$ cat config.mk
export PLATFORM = sky130hd
export DESIGN_NAME = spike_merge_arbiter
export DESIGN_NICKNAME = d
export VERILOG_FILES = /design/src/rtl/spike_merge_arbiter_pkg.sv /design/src/rtl/spike_rr_arbiter.sv /design/src/rtl/spike_merge_arbiter.sv
export SDC_FILE = /design/constraint.sdc
export NUM_CORES = 1
export LEC_CHECK = 0
export CORE_MARGIN = 2
export CORE_UTILIZATION = 51
export CTS_CLUSTER_DIAMETER = 80
export CTS_CLUSTER_SIZE = 14
export DETAILED_ROUTE_END_ITERATION = 8
export PLACE_DENSITY = 0.87
export REMOVE_ABC_BUFFERS = 1
export SETUP_SLACK_MARGIN = 0.3
export SLEW_MARGIN = 20
export SYNTH_ARGS = -nofsm -noshare
export SYNTH_HDL_FRONTEND = slang
export SYNTH_SLANG_ARGS = --single-unit
export TNS_END_PERCENT = 50
$ cat constraint.sdc
create_clock -name clk -period 3.7 [get_ports clk]
set_clock_uncertainty 0.05 [all_clocks]
set_input_delay 0.555 -clock clk [delete_from_list [all_inputs] [get_ports clk]]
set_output_delay 0.555 -clock clk [all_outputs]
set_load 0.1 [all_outputs]
$ cat src/rtl/spike_merge_arbiter_pkg.sv
// Shared definitions for the spike merge arbiter: barrier state encodings,
// settle default and the global neuron id width derivation.
package spike_merge_arbiter_pkg;

    typedef logic [1:0] barrier_state_t;

    localparam barrier_state_t ST_RUN    = 2'd0;
    localparam barrier_state_t ST_DRAIN  = 2'd1;
    localparam barrier_state_t ST_SETTLE = 2'd2;

    // router_busy lags a FIFO write by one cycle, so two quiet cycles are needed
    localparam int DEFAULT_SETTLE_CYCLES = 2;

    function automatic int global_id_width(input int local_w, input int num_ports);
        return local_w + $clog2(num_ports);
    endfunction

endpackage

$ cat src/rtl/spike_rr_arbiter.sv
// Combinational round-robin arbiter: picks the first request at or after ptr,
// using the double-width subtract-and-mask trick.
module spike_rr_arbiter #(
    parameter int N      = 4,
    parameter int PORT_W = $clog2(N)
) (
    input  logic [N-1:0]      req,
    input  logic [PORT_W-1:0] ptr,
    output logic [N-1:0]      grant,
    output logic [PORT_W-1:0] grant_idx,
    output logic              any
);

    logic [2*N-1:0] w_req_dbl;
    logic [2*N-1:0] w_ptr_bit;
    logic [2*N-1:0] w_grant_dbl;

    // Subtracting the pointer bit clears the first request at or above ptr;
    // masking with the inverse isolates exactly that bit in the doubled vector.
    assign w_req_dbl   = {req, req};
    assign w_ptr_bit   = {{(2*N-1){1'b0}}, 1'b1} << ptr;
    assign w_grant_dbl = w_req_dbl & ~(w_req_dbl - w_ptr_bit);

    assign grant = w_grant_dbl[N-1:0] | w_grant_dbl[2*N-1:N];
    assign any   = |req;

    // NOTE: every always_comb output gets a default first so no latch is inferred.
    always_comb begin
        grant_idx = '0;
        for (int i = 0; i < N; i++) begin
            if (grant[i]) begin
                grant_idx = i[PORT_W-1:0];
            end
        end
    end

endmodule

$ cat src/rtl/spike_merge_arbiter.sv
// Merges per-tile spike streams onto the router input with round-robin
// arbitration, and runs the end-of-timestep quiet barrier.
module spike_merge_arbiter
    import spike_merge_arbiter_pkg::*;
#(
    parameter int NUM_PORTS       = 4,
    parameter int LOCAL_ID_WIDTH  = 4,
    parameter int PORT_W          = $clog2(NUM_PORTS),
    parameter int GLOBAL_ID_WIDTH = global_id_width(LOCAL_ID_WIDTH, NUM_PORTS),
    parameter int SETTLE_CYCLES   = DEFAULT_SETTLE_CYCLES
) (
    input  logic                                clk,
    input  logic                                rst,
    input  logic [NUM_PORTS-1:0]                s_valid,
    input  logic [NUM_PORTS*LOCAL_ID_WIDTH-1:0] s_local_id,
    output logic [NUM_PORTS-1:0]                s_ready,
    output logic                                m_valid,
    output logic [GLOBAL_ID_WIDTH-1:0]          m_neuron_id,
    input  logic                                m_ready,
    input  logic                                router_busy,
    input  logic                                step_end,
    output logic                                step_done,
    output logic                                step_overrun,
    output logic [31:0]                         merged_count
);

    localparam int QW = (SETTLE_CYCLES > 1) ? $clog2(SETTLE_CYCLES) : 1;

    logic [PORT_W-1:0]          r_rr_ptr;
    logic                       r_m_valid;
    logic [GLOBAL_ID_WIDTH-1:0] r_m_neuron_id;
    logic [31:0]                r_merged_count;
    barrier_state_t             r_state;
    logic [QW-1:0]              r_quiet_cnt;
    logic                       r_step_done;
    logic                       r_step_overrun;

    logic [NUM_PORTS-1:0]      w_grant;
    logic [PORT_W-1:0]         w_grant_idx;
    logic                      w_any;
    logic [LOCAL_ID_WIDTH-1:0] w_local_id;
    logic                      w_load_en;
    logic                      w_accept;
    logic                      w_quiet;

    spike_rr_arbiter #(
        .N      (NUM_PORTS),
        .PORT_W (PORT_W)
    ) u_rr_arbiter (
        .req       (s_valid),
        .ptr       (r_rr_ptr),
        .grant     (w_grant),
        .grant_idx (w_grant_idx),
        .any       (w_any)
    );

    always_comb begin
        w_local_id = '0;
        for (int i = 0; i < NUM_PORTS; i++) begin
            if (w_grant[i]) begin
                w_local_id = s_local_id[i*LOCAL_ID_WIDTH +: LOCAL_ID_WIDTH];
            end
        end
    end

    // rst gates the handshake so no tile sees an accept while the block is held in reset
    assign w_load_en = !r_m_valid || m_ready;
    assign w_accept  = w_any && w_load_en && !rst;
    assign s_ready   = w_grant & {NUM_PORTS{w_load_en && !rst}};
    assign w_quiet   = !(|s_valid) && !r_m_valid && !router_busy;

    // NOTE: sequential state is written with non-blocking assignments only.
    always_ff @(posedge clk or posedge rst) begin
        if (rst) begin
            r_m_valid     <= 1'b0;
            r_m_neuron_id <= '0;
        end else if (w_load_en) begin
            r_m_valid <= w_accept;
            if (w_accept) begin
                r_m_neuron_id <= {w_grant_idx, w_local_id};
            end
        end
    end

    // The pointer only moves on acceptance, so idle cycles keep fairness intact
    always_ff @(posedge clk or posedge rst) begin
        if (rst) begin
            r_rr_ptr       <= '0;
            r_merged_count <= '0;
        end else if (w_accept) begin
            r_rr_ptr       <= w_grant_idx + PORT_W'(1);
            r_merged_count <= r_merged_count + 32'd1;
        end
    end

    always_ff @(posedge clk or posedge rst) begin
        if (rst) begin
            r_state        <= ST_RUN;
            r_quiet_cnt    <= '0;
            r_step_done    <= 1'b0;
            r_step_overrun <= 1'b0;
        end else begin
            r_step_done <= 1'b0;
            case (r_state)
                ST_RUN: begin
                    if (step_end) begin
                        r_state     <= ST_DRAIN;
                        r_quiet_cnt <= '0;
                    end
                end
                ST_DRAIN: begin
                    if (step_end) begin
                        r_step_overrun <= 1'b1;
                    end
                    if (!w_quiet) begin
                        r_quiet_cnt <= '0;
                    end else if (r_quiet_cnt == QW'(SETTLE_CYCLES - 1)) begin
                        r_state     <= ST_SETTLE;
                        r_step_done <= 1'b1;
                    end else begin
                        r_quiet_cnt <= r_quiet_cnt + 1'b1;
                    end
                end
                ST_SETTLE: begin
                    // A step_end here is not queued for the next barrier
                    if (step_end) begin
                        r_step_overrun <= 1'b1;
                    end
                    r_state <= ST_RUN;
                end
                default: begin
                    r_state <= ST_RUN;
                end
            endcase
        end
    end

    assign m_valid      = r_m_valid;
    assign m_neuron_id  = r_m_neuron_id;
    assign merged_count = r_merged_count;
    assign step_done    = r_step_done;
    assign step_overrun = r_step_overrun;

endmodule

## After elaboration in Yosys (flattened, before gate mapping)

Cells that the tools add are included.

| cells by class | value |
|---|---|
| add/sub/neg operators | 4 |
| multipliers | 0 |
| divide/modulo/power cells | 0 |
| magnitude comparators | 0 |
| equality and inequality tests | 5 |
| shifts and indexed selects | 1 |
| multiplexer cells | 18 |
| bitwise gates (word level) | 4 |
| reductions and logical operators | 18 |

Operators by type and width:

| operator | number |
|---|---|
| adder 32 x 1 -> 32 bit (second input constant) | 1 |
| 2-to-1 mux 4 bit | 4 |
| 2-to-1 mux 2 bit | 5 |
| bitwise AND 8 bit | 1 |
| inverter 8 bit | 1 |
| left shift 1 x 2 -> 8 bit (first input constant) | 1 |
| subtractor 8 bit | 1 |
| 2-to-1 mux 1 bit | 7 |
| != test 2 bit (second input constant) | 3 |
| AND reduction 2 bit | 3 |
| logical AND 1 bit | 5 |
| bitwise AND 4 bit | 1 |
| logical NOT 1 bit | 4 |
| bitwise OR 4 bit | 1 |
| one-hot mux 2 bit (2 select lines) | 1 |
| OR reduction 4 bit | 1 |
| AND reduction 3 bit | 1 |
| adder 2 x 1 -> 2 bit (second input constant) | 1 |
| == test 2 x 1 -> 1 bit (second input constant) | 1 |
| == test 2 bit (second input constant) | 1 |
| logical NOT 2 bit | 1 |
| one-hot mux 1 bit (2 select lines) | 1 |
| nonzero test 2 bit | 1 |
| OR reduction 2 bit | 1 |
| 2 further kinds | 2 |

| storage, ports and cells | value |
|---|---|
| bits in registers | 46 |
| bits in latches | 0 |
| bits in writable memories | 0 |
| ROM bits | 0 |
| memories | 0 |

## Logic depth before layout (Yosys ltp)

Gate-level depths: netlist (run 1).

| depth | value |
|---|---|
| depth in word-level cells | 9 |
| gate-level depth with buffers | 8 |

## Modules after synthesis

From an unflattened synthesis (run 1), not the netlist that was laid out.

| second synthesis, totals | value |
|---|---|
| cells, all modules | 258 |
| area total of the unflattened synthesis | 2487.4 um2 |

By module, submodules not included:

| module | instances | cells an instance | area an instance (um2) |
|---|---|---|---|
| spike_merge_arbiter | 1 | 218 | 2218.4 |
| spike_rr_arbiter | 1 | 40 | 269.0 |

## Worst setup path before layout (run 1)

No wires, ideal clock.

| timing | value |
|---|---|
| path kind | input -> output |
| from | input rst |
| to | output s_ready[1] |
| arrival time | 4.000 ns |
| data required time | 3.095 ns |
| slack | -0.905 ns |
| stages on the path | 3 |
| buffers on the path | 0 |
| path through | inv_1 -> nand2_1 -> nor3_1 |

| on the way | value |
|---|---|
| word-level cells in the longest chain between the ends | 3 |

Ends and longest elaborated chain:

| item | line | text |
|---|---|---|
| from (decl) | spike_merge_arbiter.sv:13 | `input logic rst,` |
| logical NOT 1 bit (no source line) | -- |  |
| logical AND 1 bit | spike_merge_arbiter.sv:69 | `assign s_ready = w_grant & {NUM_PORTS{w_load_en && !rst}};` |
| bitwise AND 4 bit | spike_merge_arbiter.sv:69 |  |
| to (decl) | spike_merge_arbiter.sv:16 | `output logic [NUM_PORTS-1:0] s_ready,` |

No other way between the ends.

## Worst setup path after layout (run 1)

| timing | value |
|---|---|
| from | input s_valid[2] |
| to | output s_ready[3] |

| on the way | value |
|---|---|
| word-level cells in the longest chain between the ends | 5 |

Ends and longest elaborated chain:

| item | line | text |
|---|---|---|
| from (decl) | spike_merge_arbiter.sv:14 | `input logic [NUM_PORTS-1:0] s_valid,` |
| subtractor 8 bit | spike_rr_arbiter.sv:22 | `assign w_grant_dbl = w_req_dbl & ~(w_req_dbl - w_ptr_bit);` |
| inverter 8 bit | spike_rr_arbiter.sv:22 |  |
| bitwise AND 8 bit | spike_rr_arbiter.sv:22 |  |
| bitwise OR 4 bit | spike_rr_arbiter.sv:24 | `assign grant = w_grant_dbl[N-1:0] \| w_grant_dbl[2*N-1:N];` |
| bitwise AND 4 bit | spike_merge_arbiter.sv:69 |  |

No other way between the ends.

==> flow_summary_export.csv, run 1 <==
group,metric,value,unit
placed_design,port_buffers,69,
critical_path,slowest_stage,"clkdlybuf4s50_1",
synthesis,yosysMostFrequentCell,"dfrtp_1",
timing,min_period,3.235,ns
critical_path,cp-start-kind,"primary input",
synthesis,ys_seq_elements,46,
drt,antenna_left,0,
synthesis,synth_top_area_share,47.59,%
drt,dr.pass1.iters,4,
floorplanning,initial_core_util,51.89,%
placed_design,placed_cells,362,
clocking,insertion_delay,0.31,ns
placed_design,hpwlAfterDp,4.045,mm
critical_path,arrival,2.63,ns
synthesis,syn-mean-instance-area,10.08,um2
clocking,postCtsSetupRepairBufs,0,
placed_design,place.gp.congestion,0.8781,
layout,nets,347,
clocking,hold_buffers,0,
critical_path,critical_path_class,"primary input to output port",
grt,grt_max_degree,43,
critical_path,cp_data_required_time,3.09,ns
synthesis,syn_area,0.002419,mm2
timing,finalSetupViolations,0,
grt,grt_pass1_wl,9.197,mm
synthesis,synthCells,240,
drt,drc,0,
layout,drive_gt1_share,7.595,%
drt,wl,5.603,mm
synthesis,synth_cell_types,43,
timing,final_hold_viol_count,0,
run,cap_violations,0,
critical_path,cp-startpoint,"s_valid[2]",
drt,routed-wl-met2,2.843,mm
synthesis,ys_top_cells_by_count,"dfrtp_1, nand2_1, nor2_1",
status,outcome,"finished clean",
drt,via_per_inst,5.668,
critical_path,cp_slowest_stage_delay,0.49,ns
clocking,htreeDepth,2,
floorplanning,num_io_pins,70,
critical_path,rr_startpoint,"r_rr_ptr[1]$_DFFE_PP0P_",
synthesis,yosysWarnings,0,
pwr,p_total,0.002321,W
synthesis,synthArstFlopShare,100.0,%
drt,num_vias,2097,
hold_path,hold_path_class,"primary input to asynchronous set/reset pin",
drt,routedWlPerCell,15.14,um
grt,overflow,0,
critical_path,cp_cell_sequence,"clkdlybuf4s50_1 > ha_1 > a21o_1 > or3_1 > a31oi_2 > nor2b_1 > buf_12",
floorplanning,die_x,72.87,um
synthesis,synth_edf_count,0,
floorplanning,rows,25,
floorplanning,core_area,0.004661,mm2
drt,met1_length,2.336,mm
synthesis,synth_seq_area_share,47.59,%
critical_path,rrSetupSlack,1.25,ns
clocking,clock_sinks,46,
clocking,numCtsBuffers,5,
grt,grt_pass1_vias,1983,
floorplanning,die_area,0.005309,mm2
grt,grtUsageTotal,22.56,%
clocking,cts_resized,0,
timing,rsz0062_at_grt,"no",
clocking,clockBufferDepth,2,
timing,clock.fmax,0.3092,GHz
synthesis,synth.area.top_cells,"dfrtp_1, xnor2_1, xor2_1, nand2_1, nor2_1",
timing,report.final.slew_viol_count,0,
synthesis,synth_top_cell_by_area,"dfrtp_1",
timing,worst_pin_slew,1.009,ns
drt,highest-signal-layer,"met4",
drt,wl_met3,317,um
pwr,p_leak,1.384,nW
layout,antenna_cells,0,
timing,post-route-period-util,87.42,%
floorplanning,dieHeight,72.87,um
clocking,path_clk_slew,0.09,ns
critical_path,cp-end-kind,"output port",
clocking,cts_root_buffer,"clkbuf_8",
critical_path,path_max_fanout,6,
synthesis,synthFlopType,"dfrtp_1",
layout,syn_to_final_growth,37.56,%
layout,layoutNonFillerInstCount,370,
pwr,powerDensity,697.6,mW/mm2
drt,drt-initial-drc-count,79,
grt,antenna_found_initial,0,
timing,relSlewSlack,32.54,%
pwr,max-vdd-ir-drop,467.6,uV
clocking,cts_tree,"built",
state kept, by name (all words and copies together), names as in the netlist:
signal / count
m_neuron_id: 6
m_valid: 1
merged_count: 32
r_quiet_cnt: 1
r_rr_ptr: 2
r_state: 2
step_done: 1
step_overrun: 1
logic make-up after synthesis:
| family | count (synthesis) | share of synthesized area (%) |
|---|---|---|
| AOI/OAI and AO/OA | 33 | 9.984 |
| xor gates and xnor gates | 32 | 11.59 |
| buffers and inverters | 13 | 2.328 |
| DFF | 46 | 47.59 |
| adders and majority gates | 7 | 3.932 |
| and+or+nand+nor | 109 | 24.57 |
report_power, final:
group          switching (W)  leakage, nW  internal, W  total [W]
Sequential          0.000105        0.576     0.000593   0.000698
Clock               0.000177       0.0504     0.000201   0.000378
Combinational       0.000900        0.758     0.000346    0.00125
Total                0.00118         1.38      0.00114    0.00232
metrics by stage:
step	TNS (ns)	area (um2)	utilization [%]	setup WS (ns)	hold slack, ns
after floorplan	-1.329	2400	-	-0.9047	0.4291
after global placement	0	3213	68.94	0.5078	0.3998
after detailed placement	0	3213	68.94	0.4734	0.4059
after CTS	0	3327	71.38	0.4737	0.4224
after global routing	0	3327	71.38	0.3340	0.4248
final	0	3327	71.38	0.4653	0.4182
area by class of cell:
type,count,area [um2]
multi-input cells,181,1211
fillers,344,1334
flip-flops and latches,46,1151
inverters,10,37.54
repair buffers,71,745.7
clock inverters,3,45.04
clock buffers,5,68.82
well taps,54,67.56
worst paths after layout:
kind / to / depth (start not counted)
worst max-delay path: s_ready[3] / 7
worst min-delay path: m_neuron_id[5]$_DFFE_PP0P_ / 2
worst max register to register: m_neuron_id[0]$_DFFE_PP0P_ / 8
worst min register to register: merged_count[31]$_DFFE_PP0P_ / 1
max in group asynchronous: merged_count[5]$_DFFE_PP0P_ / 3
min in group clk: merged_count[31]$_DFFE_PP0P_ / 1
cells in the final DEF (no fill, tap or decap), drive strengths merged, types with 5 or more instances in the layout:
master | netlist | layout
nand4 | 9 | 9
clkbuf | 1 | 5
nand2 | 26 | 26
nand3 | 16 | 16
inv | 10 | 10
clkdlybuf4s50 | 0 | 65
ha | 6 | 6
xnor2 | 17 | 17
buf | 2 | 6
nand2b | 6 | 6
dfrtp | 46 | 46
a21oi | 5 | 5
nor3 | 12 | 12
o21ai | 5 | 5
xor2 | 15 | 15
nor2 | 24 | 24
metal layers:
metal	vias up	GRT usage [%]
met3	9	6.492
met4	0	7.819
met5	-	0
met1	1006	29.64
met2	86	35.86
li1	996	-
critical path: cells and delay by family:
family / cells / cell delay (ns)
fa+ha+maj: 1 / 0.41
buf+inv: 2 / 0.69
simple gates: 2 / 0.59
compound gates: 2 / 0.38
No activity file was read; power rests on OpenSTA's default activity.
==> run 2: changes to the inputs <==
CELL_PAD_IN_SITES_DETAIL_PLACEMENT = 0   (was unset)
CELL_PAD_IN_SITES_GLOBAL_PLACEMENT = 1   (was unset)
CORE_UTILIZATION = 39   (was 51)
PLACE_DENSITY = 0.88   (was 0.87)
==> run 2 against run 1 <==
Against the previous run:
- non-clock buffer count increased by 2
- sequential cell count is the same
- largest cell class unchanged
- design area rose by 1.1%
- highest routed layer unchanged
- register-to-register slack worse by 0.02 ns
- first-iteration DRC count rose by 14%
- global-route usage down 5.8 points
- routed wire length fell by 4.4%
- maximum frequency is 0.11% lower
- critical path depth did not move
- clock-buffer cell count did not move
- core utilization fell by 15 points
- worst setup slack lost 0.0037 ns
==> flow_summary_export.csv, run 2 (synthesis results as in run 1) <==
group,metric,value,unit
layout,syn_to_final_growth,39.11,%
pwr,p_sw_share,50.59,%
critical_path,cp-end-kind,"output port",
floorplanning,die_x,82.75,um
pwr,powerDensity,685.4,mW/mm2
grt,grtUsageTotal,16.79,%
clocking,insertion_delay,0.30,ns
layout,drive_gt1_share,8.176,%
pwr,p_comb_share,53.8,%
pwr,power.share.sequential,30.5,%
pwr,p_leak,1.401,nW
placed_design,hpwlAfterDp,4.112,mm
timing,worst_pin_slew,0.9909,ns
drt,antenna_left,0,
layout,antenna_cells,0,
pwr,p_sw,0.001167,W
timing,fin_tns_setup,0,ns
timing,finalSetupViolations,0,
critical_path,slowest_stage,"clkdlybuf4s50_1",
drt,wl,5.356,mm
clocking,cts_tree,"built",
clocking,clock_sinks,46,
drt,num_vias,2048,
run,cap_violations,0,
timing,report.final.slew_viol_count,0,
clocking,cts_root_buffer,"clkbuf_8",
grt,grt_pass1_wl,8.976,mm
clocking,clockBufferDepth,2,
timing,final_hold_viol_count,0,
clocking,path_clk_slew,0.08,ns
timing,post-route-period-util,87.52,%
clocking,hold_buffers,0,
placed_design,port_buffers,69,
pwr,max-vdd-ir-drop,498.7,uV
timing,clock.fmax,0.3088,GHz
grt,grt_pass1_vias,1983,
timing,timing.hold.ws,0.4183,ns
layout,final_common_cell,"clkdlybuf4s50_1",
drt,via_per_inst,5.211,
pwr,power_frac_clock,15.7,%
critical_path,cp_cell_sequence,"clkdlybuf4s50_1 > ha_1 > a21o_1 > or3_1 > a31oi_2 > nor2b_1 > buf_12",
timing,min_period,3.238,ns
critical_path,arrival,2.63,ns
grt,antenna_found_initial,0,
layout,mostFrequentLayoutCells,"clkdlybuf4s50_1, dfrtp_1, nand2_1, nor2_1, xnor2_1",
critical_path,cp-start-kind,"primary input",
floorplanning,rows,28,
pwr,power.internal,0.001139,W
floorplanning,initial_core_util,40.61,%
hold_path,hold_path_class,"register to register",
critical_path,path_max_fanout,6,
drt,drt-initial-drc-count,90,
timing,relSlewSlack,33.73,%
timing,rsz0062_at_grt,"no",
floorplanning,core_area,0.005956,mm2
layout,nets,349,
critical_path,cp_data_required_time,3.09,ns
clocking,numCtsBuffers,5,
drt,routedWlPerCell,13.63,um
drt,dr.pass1.iters,6,
grt,grt_max_degree,27,
grt,overflow,0,
layout,largest_reg_flops,32,
status,outcome,"finished clean",
clocking,htreeDepth,2,
critical_path,cp_slowest_stage_delay,0.48,ns
layout,n_fill_cell,522,
drt,drc,0,
floorplanning,dieHeight,82.75,um
floorplanning,die_area,0.006848,mm2
floorplanning,num_io_pins,70,
critical_path,critical_path_class,"primary input to output port",
placed_design,place.gp.congestion,0.8051,
-- run 2: stage by stage --
step | util [%] | instance area (um2) | worst slack (ns) | total power, W | cells
global placement | 54.64 | 3254 | 0.4958 | 0.001950 | 385
floorplan | - | 2400 | -0.9047 | 0.001625 | 237
global route | 56.49 | 3364 | 0.3331 | 0.002430 | 393
finish | 56.49 | 3364 | 0.4616 | 0.002306 | 393
detailed placement | 54.64 | 3254 | 0.4468 | 0.001955 | 385
CTS | 56.47 | 3363 | 0.4413 | 0.002323 | 393
-- run 2: final cells by class --
class                   instances  area, um2  share of cell area, %
multi-input cells             181       1212                  36.04
flip-flops and latches         46       1151                  34.21
repair buffers                 73      760.7                  22.61
well taps                      75      93.84                  2.789
clock buffers                   5      68.82                  2.045
clock inverters                 3      40.04                  1.190
inverters                      10      37.54                  1.116
-- run 2: power by group through the flow --
| stage | Combinational, W | Clock (W) | Sequential, W |
|---|---|---|---|
| after detailed placement | 0.00124 | 0 | 0.000712 |
| final | 0.00124 | 0.000362 | 0.000704 |
| after CTS | 0.00124 | 0.000373 | 0.000705 |
| after global routing | 0.00132 | 0.000394 | 0.000720 |
| after floorplan | 0.000389 | 0 | 0.00124 |
| after global placement | 0.00123 | 0 | 0.000716 |
-- run 2: layer usage --
| metal | vias to the layer above | wire length [um] | global-route usage, % |
|---|---|---|---|
| li1 | 1000 | - | - |
| met1 | 985 | 2353 | 20.99 |
| met2 | 59 | 2663 | 28.87 |
| met3 | 4 | 304 | 4.348 |
| met4 | 0 | 34 | 4.262 |
| met5 | - | 0 | 0 |
-- run 2: what timing repair did --
action	4_1_cts	5_1_grt
gates resized for setup	0	1
setup buffers	0	0
endpoints found under the setup margin	0	1
-- run 2: critical path, delay by kind of cell --
| family | cells | cell delay [ns] |
|---|---|---|
| AOI/OAI and AO/OA | 2 | 0.38 |
| adders and majority gates | 1 | 0.41 |
| buffers and inverters | 2 | 0.69 |
| and+or+nand+nor | 2 | 0.60 |
-- run 2: worst paths after layout --
path / start / end / slack, ns / cells after the start
max: s_valid[2] / s_ready[3] / 0.46 / 7
min: step_overrun$_DFFE_PP0P_ / step_overrun$_DFFE_PP0P_ / 0.42 / 1
max reg2reg: r_rr_ptr[1]$_DFFE_PP0P_ / m_neuron_id[2]$_DFFE_PP0P_ / 1.23 / 8
min reg2reg: step_overrun$_DFFE_PP0P_ / step_overrun$_DFFE_PP0P_ / 0.42 / 1
max in group asynchronous: rst / merged_count[21]$_DFFE_PP0P_ / 2.75 / 3
min in group asynchronous: rst / m_neuron_id[5]$_DFFE_PP0P_ / 0.59 / 3
==> run 3: changes to the inputs <==
MAX_ROUTING_LAYER = met4   (was unset)
PLACE_DENSITY = 0.85   (was 0.88)
SETUP_SLACK_MARGIN = 0.15   (was 0.3)
==> run 3 against run 2 <==
Against the previous run:
- largest power group unchanged
- final cell count unchanged
- via count down 1.5%
- sequential power about the same
- register-to-register slack better by 0.03 ns
- combinational power about the same
- largest cell class unchanged
- maximum frequency about the same
- worst hold slack better by 0.016 ns
- total power about the same
- non-clock buffer count unchanged
- die area unchanged
- core utilization unchanged
- routed wire length down 0.62%
==> flow_summary_export.csv, run 3 (synthesis results as in run 1) <==
group,metric,value,unit
pwr,powerDensity,685.9,mW/mm2
layout,final_common_cell,"clkdlybuf4s50_1",
timing,finalSetupViolations,0,
layout,regArea,0.001151,mm2
grt,overflow,0,
floorplanning,num_io_pins,70,
clocking,cts_root_buffer,"clkbuf_8",
placed_design,hpwlAfterDp,4.139,mm
drt,dr.pass1.iters,4,
hold_path,min_to,"step_overrun$_DFFE_PP0P_",
grt,grt_pass1_wl,8.742,mm
placed_design,place.gp.congestion,0.7965,
timing,min_period,3.239,ns
layout,syn_to_final_growth,39.11,%
critical_path,cp-end-kind,"output port",
timing,clock.fmax,0.3087,GHz
drt,via_per_inst,5.132,
critical_path,r2r_cells,8,
clocking,clockBufferDepth,2,
critical_path,path_max_fanout,6,
timing,report.final.slew_viol_count,0,
drt,wl,5.323,mm
floorplanning,initial_core_util,40.61,%
grt,top_usage_layer,"met2",
timing,post-route-period-util,87.55,%
layout,drive_gt1_share,7.862,%
pwr,p_leak,1.395,nW
critical_path,rrSetupSlack,1.26,ns
clocking,numCtsBuffers,5,
timing,rsz0062_at_grt,"no",
clocking,clock_sinks,46,
floorplanning,die_x,82.75,um
grt,grt_util_met3,4.022,%
grt,grtUsageTotal,17.24,%
clocking,cts_resized,0,
timing,worst_pin_slew,0.9994,ns
clocking,cts_tree,"built",
clocking,hold_buffers,0,
grt,antenna_found_initial,0,
clocking,postCtsSetupRepairBufs,0,
floorplanning,rows,28,
grt,met1_usage,23.44,%
layout,largest_reg_flops,32,
drt,antenna_left,0,
drt,drt-initial-drc-count,86,
critical_path,critical_path_class,"primary input to output port",
layout,multiInputGateArea,0.001211,mm2
clocking,path_clk_slew,0.08,ns
layout,post-route-util,56.49,%
hold_path,whs_path_depth,1,
clocking,htreeDepth,2,
drt,routedWlPerCell,13.54,um
layout,nets,349,
layout,n_fill_cell,550,
critical_path,rr_endpoint,"m_neuron_id[0]$_DFFE_PP0P_",
layout,antenna_cells,0,
grt,grt_max_degree,25,
critical_path,arrival,2.63,ns
timing,relSlewSlack,33.17,%
status,outcome,"finished clean",
pwr,max-vdd-ir-drop,460.0,uV
critical_path,rr_startpoint,"r_rr_ptr[1]$_DFFE_PP0P_",
hold_path,hp-start,"step_overrun$_DFFE_PP0P_",
timing,fin_tns_setup,0,ns
run,cap_violations,0,
layout,mostFrequentLayoutCells,"clkdlybuf4s50_1, dfrtp_1, nand2_1, nor2_1, xnor2_1",
critical_path,cp_data_required_time,3.09,ns
grt,grt.met2_usage,26.21,%
grt,grt_pass1_vias,1848,
drt,num_vias,2017,
hold_path,hold_path_class,"register to register",
floorplanning,dieHeight,82.75,um
critical_path,cp-start-kind,"primary input",
clocking,insertion_delay,0.29,ns
drt,drc,0,
placed_design,port_buffers,69,
floorplanning,die_area,0.006848,mm2
floorplanning,core_area,0.005956,mm2
timing,final_hold_viol_count,0,
==> run 3: cell types whose count changed in the layout (fill, tap and decap cells not counted), sizes merged <==
| cell | change |
|---|---|
| clkbuf | +1 |
| clkinvlp | +1 |
| clkinv | -2 |
==> run 3: power breakdown <==
group | switching (W) | total (W) | internal (W) | leakage, nW
combinational | 0.000894 | 0.00124 | 0.000347 | 0.767
sequential | 0.000109 | 0.000702 | 0.000593 | 0.576
clock | 0.000163 | 0.000365 | 0.000201 | 0.0514
total | 0.00117 | 0.00231 | 0.00114 | 1.39
==> run 3: worst max-delay path: stages <==
cell             delay, ns
clkdlybuf4s50_1       0.48
ha_1                  0.42
a21o_1                0.20
or3_1                 0.36
a31oi_2               0.18
nor2b_1               0.24
buf_12                0.21
==> run 3: layer usage <==
metal	vias up	part of all wire (%)
met5	-	0
met3	8	6.2
met1	936	45
li1	1001	-
met2	72	47
met4	0	1.1
==> run 3: how the worst max path moves through the flow <==
stage / start / endpoint / slack (ns) / cells after the start
finish: s_valid[2] / s_ready[3] / 0.46 / 7
global placement: s_valid[3] / s_ready[2] / 0.50 / 6
detailed placement: s_valid[2] / s_ready[3] / 0.46 / 7
CTS: s_valid[2] / s_ready[3] / 0.46 / 7
global route: s_valid[3] / s_ready[2] / 0.34 / 6
floorplan: rst / s_ready[1] / -0.90 / 3
==> run 3: through the flow <==
step	setup slack (ns)	instances	area, um2	hold WS [ns]	power, W
finish	0.4606	393	3364	0.4342	0.002308
global route	0.3378	393	3364	0.4518	0.002439
CTS	0.4576	393	3364	0.4423	0.002327
detailed placement	0.4589	385	3254	0.4198	0.001954
global placement	0.4991	385	3254	0.3950	0.001951
floorplan	-0.9047	237	2400	0.4291	0.001625
==> run 3: final cells by class <==
type	count	area share [%]
clock inverters	2	1.116
repair buffers	73	22.61
flip-flops and latches	46	34.21
well taps	75	2.789
inverters	10	1.116
multi-input cells	181	36.00
clock buffers	6	2.157
